===== src/rtl/clock_period_meter.sv =====
// Measures the period of a slow asynchronous clock in clk cycles, declares lock and flags loss of signal.
// Optional high-phase measurement (highTime port) is built when DUTY_MEASURE_EN is defined.
module clock_period_meter #(
  parameter int unsigned MAX_PERIOD = 50000000,
  parameter int unsigned TOLERANCE  = 2,
  parameter int unsigned LOCK_COUNT = 4,
  localparam int PW = $clog2(MAX_PERIOD + 1),
  localparam int MW = $clog2(LOCK_COUNT + 1)
) (
  input  logic          clk,
  input  logic          rst,
  input  logic          slowClk,
  output logic          edgeTick,
  output logic [PW-1:0] period,
  output logic          periodValid,
  output logic          locked,
  output logic          timeout
`ifdef DUTY_MEASURE_EN
  ,
  output logic [PW-1:0] highTime
`endif
);

  localparam logic [PW-1:0] MAX_P  = PW'(MAX_PERIOD);
  localparam logic [PW-1:0] TOL_P  = PW'(TOLERANCE);
  localparam logic [MW-1:0] LOCK_P = MW'(LOCK_COUNT);

  typedef enum logic [1:0] {IDLE = 2'd0, MEASURE = 2'd1, LOCKED = 2'd2} state_t;

  state_t        state_q, state_d;
  logic          s1_q, s2_q, s3_q;
  logic [1:0]    fill_q, fill_d;
  logic          armed_q, armed_d;
  logic [PW-1:0] cnt_q, cnt_d;
  logic [PW-1:0] period_q, period_d;
  logic          pv_q, pv_d;
  logic          to_q, to_d;
  logic          locked_q, locked_d;
  logic          have_prev_q, have_prev_d;
  logic [MW-1:0] match_q, match_d;
  logic [MW-1:0] match_nx;
  logic [PW-1:0] diff;
  logic          is_match;
  logic          at_max;
`ifdef DUTY_MEASURE_EN
  logic [PW-1:0] hi_q, hi_d;
  logic [PW-1:0] high_q, high_d;
`endif

  function automatic logic [PW-1:0] sat_inc(input logic [PW-1:0] v);
    return (v >= MAX_P) ? MAX_P : v + 1'b1;
  endfunction

  // An edge is only accepted once the synchroniser has shown a real low sample,
  // so a slowClk that is already high when reset releases does not count.
  always_comb begin
    fill_d  = (fill_q == 2'd2) ? fill_q : fill_q + 2'd1;
    armed_d = armed_q | ((fill_q == 2'd2) & ~s2_q);
  end

  assign edgeTick = s2_q & ~s3_q & armed_q;

  always_comb begin
    cnt_d    = edgeTick ? PW'(1) : sat_inc(cnt_q);
    at_max   = (cnt_q == MAX_P);
    diff     = (cnt_q >= period_q) ? (cnt_q - period_q) : (period_q - cnt_q);
    is_match = have_prev_q && (diff <= TOL_P);
    match_nx = (match_q >= LOCK_P) ? LOCK_P : match_q + 1'b1;
  end

  always_ff @(posedge clk or posedge rst) begin
    if (rst) begin
      state_q     <= IDLE;
      s1_q        <= 1'b0;
      s2_q        <= 1'b0;
      s3_q        <= 1'b0;
      fill_q      <= 2'd0;
      armed_q     <= 1'b0;
      cnt_q       <= '0;
      period_q    <= '0;
      pv_q        <= 1'b0;
      to_q        <= 1'b0;
      locked_q    <= 1'b0;
      have_prev_q <= 1'b0;
      match_q     <= '0;
`ifdef DUTY_MEASURE_EN
      hi_q        <= '0;
      high_q      <= '0;
`endif
    end else begin
      state_q     <= state_d;
      s1_q        <= slowClk;
      s2_q        <= s1_q;
      s3_q        <= s2_q;
      fill_q      <= fill_d;
      armed_q     <= armed_d;
      cnt_q       <= cnt_d;
      period_q    <= period_d;
      pv_q        <= pv_d;
      to_q        <= to_d;
      locked_q    <= locked_d;
      have_prev_q <= have_prev_d;
      match_q     <= match_d;
`ifdef DUTY_MEASURE_EN
      hi_q        <= hi_d;
      high_q      <= high_d;
`endif
    end
  end

  // Edge wins over the saturation timeout when both occur in the same cycle.
  always_comb begin
    state_d = state_q;
    case (state_q)
      IDLE:    if (edgeTick) state_d = MEASURE;
      MEASURE: begin
        if (edgeTick) begin
          if (is_match && (match_nx == LOCK_P)) state_d = LOCKED;
        end else if (at_max) begin
          state_d = IDLE;
        end
      end
      LOCKED:  begin
        if (edgeTick) begin
          if (!is_match) state_d = MEASURE;
        end else if (at_max) begin
          state_d = IDLE;
        end
      end
      default: state_d = IDLE;
    endcase
  end

  always_comb begin
    period_d    = period_q;
    pv_d        = 1'b0;
    to_d        = 1'b0;
    have_prev_d = have_prev_q;
    match_d     = match_q;
`ifdef DUTY_MEASURE_EN
    hi_d        = edgeTick ? PW'(1) : (s2_q ? sat_inc(hi_q) : hi_q);
    high_d      = high_q;
`endif
    case (state_q)
      IDLE: begin
        if (edgeTick) begin
          have_prev_d = 1'b0;
          match_d     = '0;
        end
      end
      MEASURE, LOCKED: begin
        if (edgeTick) begin
          period_d    = cnt_q;
          pv_d        = 1'b1;
          have_prev_d = 1'b1;
          match_d     = is_match ? match_nx : '0;
`ifdef DUTY_MEASURE_EN
          high_d      = hi_q;
`endif
        end else if (at_max) begin
          to_d        = 1'b1;
          period_d    = '0;
          have_prev_d = 1'b0;
          match_d     = '0;
`ifdef DUTY_MEASURE_EN
          high_d      = '0;
`endif
        end
      end
      default: ;
    endcase
    locked_d = (state_d == LOCKED);
  end

  assign period      = period_q;
  assign periodValid = pv_q;
  assign timeout     = to_q;
  assign locked      = locked_q;
`ifdef DUTY_MEASURE_EN
  assign highTime    = high_q;
`endif

endmodule

===== config.mk =====
export PLATFORM = sky130hd
export DESIGN_NAME = clock_period_meter
export DESIGN_NICKNAME = d
export VERILOG_FILES = /design/src/rtl/clock_period_meter.sv
export SDC_FILE = /design/constraint.sdc
export NUM_CORES = 1
export LEC_CHECK = 0
export ABC_AREA = 1
export ABC_CLOCK_PERIOD_IN_PS = 3150
export BUFFER_PORTS_ARGS = -buffer_cell sky130_fd_sc_hd__buf_2
export CAP_MARGIN = 10
export CORE_MARGIN = 2
export CORE_UTILIZATION = 60
export DETAILED_ROUTE_END_ITERATION = 10
export PLACE_DENSITY = 0.82
export RECOVER_POWER = 25
export SKIP_CTS_REPAIR_TIMING = 1
export SYNTH_ARGS = -nofsm -noshare
export SYNTH_HDL_FRONTEND = slang
export SYNTH_SLANG_ARGS = --single-unit

===== constraint.sdc =====
create_clock -name clk -period 3.15 [get_ports clk]
set_clock_uncertainty 0.05 [all_clocks]
set_input_delay 0.315 -clock clk [delete_from_list [all_inputs] [get_ports clk]]
set_output_delay 0.315 -clock clk [all_outputs]
set_load 0.03 [all_outputs]

==> results.py <==
metrics = {
    "power_and_ir_drop": {
        "p_per_area_nw_per_um2": 813.0,
        "power.clock.fraction": 0.106,
        "p_leak_nw": 4.555,
        "p_switching_mw": 3.603,
        "comb_power_share": 0.743,
        "internal-power_mw": 3.110,
        "seq_power_share": 0.151,
        "finalPower_mw": 6.713,
        "switching_share": 0.5367,
        "peakVddDrop_uv": 663.0,
    },
    "sta": {
        "period_needed_ns": 3.191,
        "rsz0062_at_grt": "yes",
        "hold_viol": 0,
        "fin_crit_sh": 1.013,
        "max_slew_margin": 0.1617,
        "finalSetupTns_ns": -0.07308,
        "timing.final.ws_setup_ns": -0.04113,
        "setup_viol": 2,
        "fmax_mhz": 313.4,
        "fin_hold_ws_ns": 0.01064,
        "maxSlewViolCount": 0,
        "worstMarginPinSlew_ns": 1.257,
    },
    "layout": {
        "num_antenna_cells": 0,
        "multi_input_area_sq_um": 4712,
        "stdcell_count": 1321,
        "ff_latch_area_sq_um": 1683,
        "drive_above_1_share": 0.2159,
        "final_nets": 1241,
        "areaGrowthSynthToFinish_pct": 23.53,
        "n_fill_cell": 815,
    },
    "worst_setup_path": {
        "slowest_stage": "dfrtp_1",
        "worstSetupStartpoint": "period[19]$_DFFE_PP0P_",
        "slowest_delay_ns": 0.46,
        "cp_max_fo": 6,
        "crit_type": "reg -> reg",
        "arrival_ns": 3.39,
        "path_cells": "inv_2, ha_4, nand2_1, nand2_1, nand3_1, nand2_1, nand2_2, nand3_2, nor2_4, buf_4, nand3_1, nand3_1, nand2_1, nor2_1, nand2_1, nor2_4, nand3_2, nand3_1, nand2_1, nand2_1, nand3_1, nand2_1, inv_1",
        "rr_startpoint": "period[19]$_DFFE_PP0P_",
        "cp-end-kind": "flip-flop",
        "worstSetupStartpointType": "flip-flop",
        "required_ns": 3.35,
        "cpMostUsedCell": "nand2_1",
    },
    "logic_synthesis": {
        "synthCells": 1076,
        "synth_edf_count": 0,
        "ys_async_sr_fraction": 1.000,
        "ys_types": 39,
        "synth_area_sq_um": 6684,
        "yosysWarnings": 0,
        "syn_area_per_cell_sq_um": 6.212,
        "yosysSeqAreaShare": 0.2508,
        "ys.flop_type": "dfrtp_1",
        "synth_seq_cells": 67,
        "synth_nets": 1141,
    },
    "route": {
        "routedWlPerCell_microns": 17.17,
        "routed_via_density": 5.716,
        "highest_layer": "met4",
        "drc": 0,
        "drt_iter0_drc": 711,
        "met2_wirelength_microns": 10630,
        "dr.pass1.iters": 6,
        "wl_met3_microns": 1862,
        "wirelength_microns": 22680,
        "wl_met1_microns": 9218,
        "ant_nets": 0,
        "num_vias": 7551,
    },
    "clocking": {
        "clock-sinks": 67,
        "cts_tree": "done",
        "cts_root_buffer": "clkbuf_8",
        "cts_buffers": 9,
        "clk_latency_ns": 0.36,
        "cts.clk_slew.worst_paths_ns": 0.07,
        "htree_levels": 3,
        "clockBufferDepth": 2,
    },
    "die": {
        "die_w_microns": 109.5,
        "die_h_microns": 109.5,
        "pin_count": 33,
        "die-area_sq_um": 12000,
        "core-area_sq_um": 10840,
        "start_util": 0.6166,
        "rows": 38,
    },
    "place": {
        "gp_congestion": 0.9886,
        "post-place-cells": 1282,
        "hpwl_microns": 16370,
        "port_buffers": 32,
        "post-place-ws_ns": -0.08833,
    },
    "grt": {
        "grt_max_degree": 45,
        "gr-total-overflow": 0,
        "grt_pass1_wl_microns": 32100,
        "grt_antenna_before_repair": 0,
        "grt_pass1_vias": 6559,
        "grtUsageTotal": 0.3525,
    },
    "run": {
        "cap_violations": 0,
    },
    "outcome": {
        "status": "finished, violations left",
        "violations": "setup timing",
    },
    "hold_path": {
        "min_from": "slowClk",
        "hold_class": "in -> reg",
    },
}
cell type report:
class | instances | share of cell area
multi-input combinational | 790 | 0.5707
tap | 140 | 0.02122
clock inverter | 5 | 0.006365
inverter | 201 | 0.09138
timing repair buffer | 107 | 0.08941
sequential | 67 | 0.2038
clock buffer | 11 | 0.01712
sequential cells by signal, summed over array words and instances (netlist names):
signal       flops
have_prev_q      1
state_q          2
s2_q             1
cnt_q           26
s1_q             1
s3_q             1
period          26
fill_q           2
timeout          1
match_q          3
periodValid      1
locked           1
armed_q          1
layout by cell type (no fill, tap or decap), types with 6 or more instances in the layout:
master	instances
clkbuf_8	10
buf_2	32
nand3_1	79
nand4_1	17
nor2_4	13
ha_4	21
nor2_1	70
xor2_1	10
o22ai_1	28
o21bai_1	8
nand2_1	307
dfrtp_1	62
inv_1	186
a21oi_1	57
inv_2	14
a21oi_2	9
nor2_2	19
o21ai_0	26
buf_4	67
nor3_1	9
ha_1	35
nand2_2	24
nand2_4	10
nand3_2	6
layer usage:
layer	up-vias	global-route usage
li1	3607	-
met1	3489	0.4666
met2	382	0.5714
met3	73	0.06283
met4	0	0.1420
met5	-	0
synthesized netlist by cell type, types with 8 or more instances:
| library cell | count | area share |
|---|---|---|
| nand4_1 | 17 | 0.016 |
| ha_1 | 60 | 0.11 |
| nand2_2 | 12 | 0.011 |
| inv_1 | 195 | 0.11 |
| buf_2 | 9 | 0.0067 |
| nand3_1 | 84 | 0.063 |
| xor2_1 | 10 | 0.013 |
| o22ai_1 | 28 | 0.026 |
| clkbuf_1 | 9 | 0.0051 |
| a21oi_1 | 66 | 0.049 |
| nor2_2 | 8 | 0.0075 |
| nor3_1 | 11 | 0.0082 |
| o21ai_0 | 30 | 0.022 |
| o21bai_1 | 8 | 0.0090 |
| nor2_1 | 89 | 0.050 |
| nand2_1 | 327 | 0.18 |
| dfrtp_1 | 67 | 0.25 |
cells by family after synthesis:
family,after synthesis,synth area share
AOI/OAI and AO/OA,144,0.1198
xor gates and xnor gates,13,0.01703
adders and majority gates,62,0.1183
buffers and inverters,220,0.1264
DFF,67,0.2508
and+or+nand+nor,570,0.3677
final timing paths:
path                                         end  slack (ns)  cells past startpoint
min in group asynchronous  fill_q[1]$_DFFE_PP0P_        0.81                      4
max reg2reg                 state_q[0]$_DFF_PP0_       -0.04                     23
max in group asynchronous     cnt_q[0]$_DFF_PP0_        1.34                      4
max                         state_q[0]$_DFF_PP0_       -0.04                     23
min reg2reg                       s2_q$_DFF_PP0_        0.31                      0
min                               s1_q$_DFF_PP0_        0.01                      1
per-stage QoR:
step	area [sq um]	utilization
after floorplan	6684	-
after global placement	7332	0.6764
after detailed placement	7332	0.6764
after CTS	7526	0.6943
after global routing	8257	0.7617
final	8257	0.7617
critical path, delay by kind of cell (launching register included):
| kind | cells | cell delay [ns] |
|---|---|---|
| flops | 1 | 0.46 |
| buf+inv | 3 | 0.29 |
| fa+ha+maj | 1 | 0.29 |
| simple gates | 19 | 1.97 |
power groups by stage:
stage	Combinational (mW)	Sequential, mW	Clock [mW]
2_1_floorplan	3.00	1.08	0
3_3_place_gp	4.09	1.02	0
3_5_place_dp	4.14	1.02	0
4_1_cts	4.17	1.00	0.714
5_1_grt	5.53	1.03	0.747
6_report	4.98	1.02	0.712
Note: power is estimated with default switching activity, not from simulation.
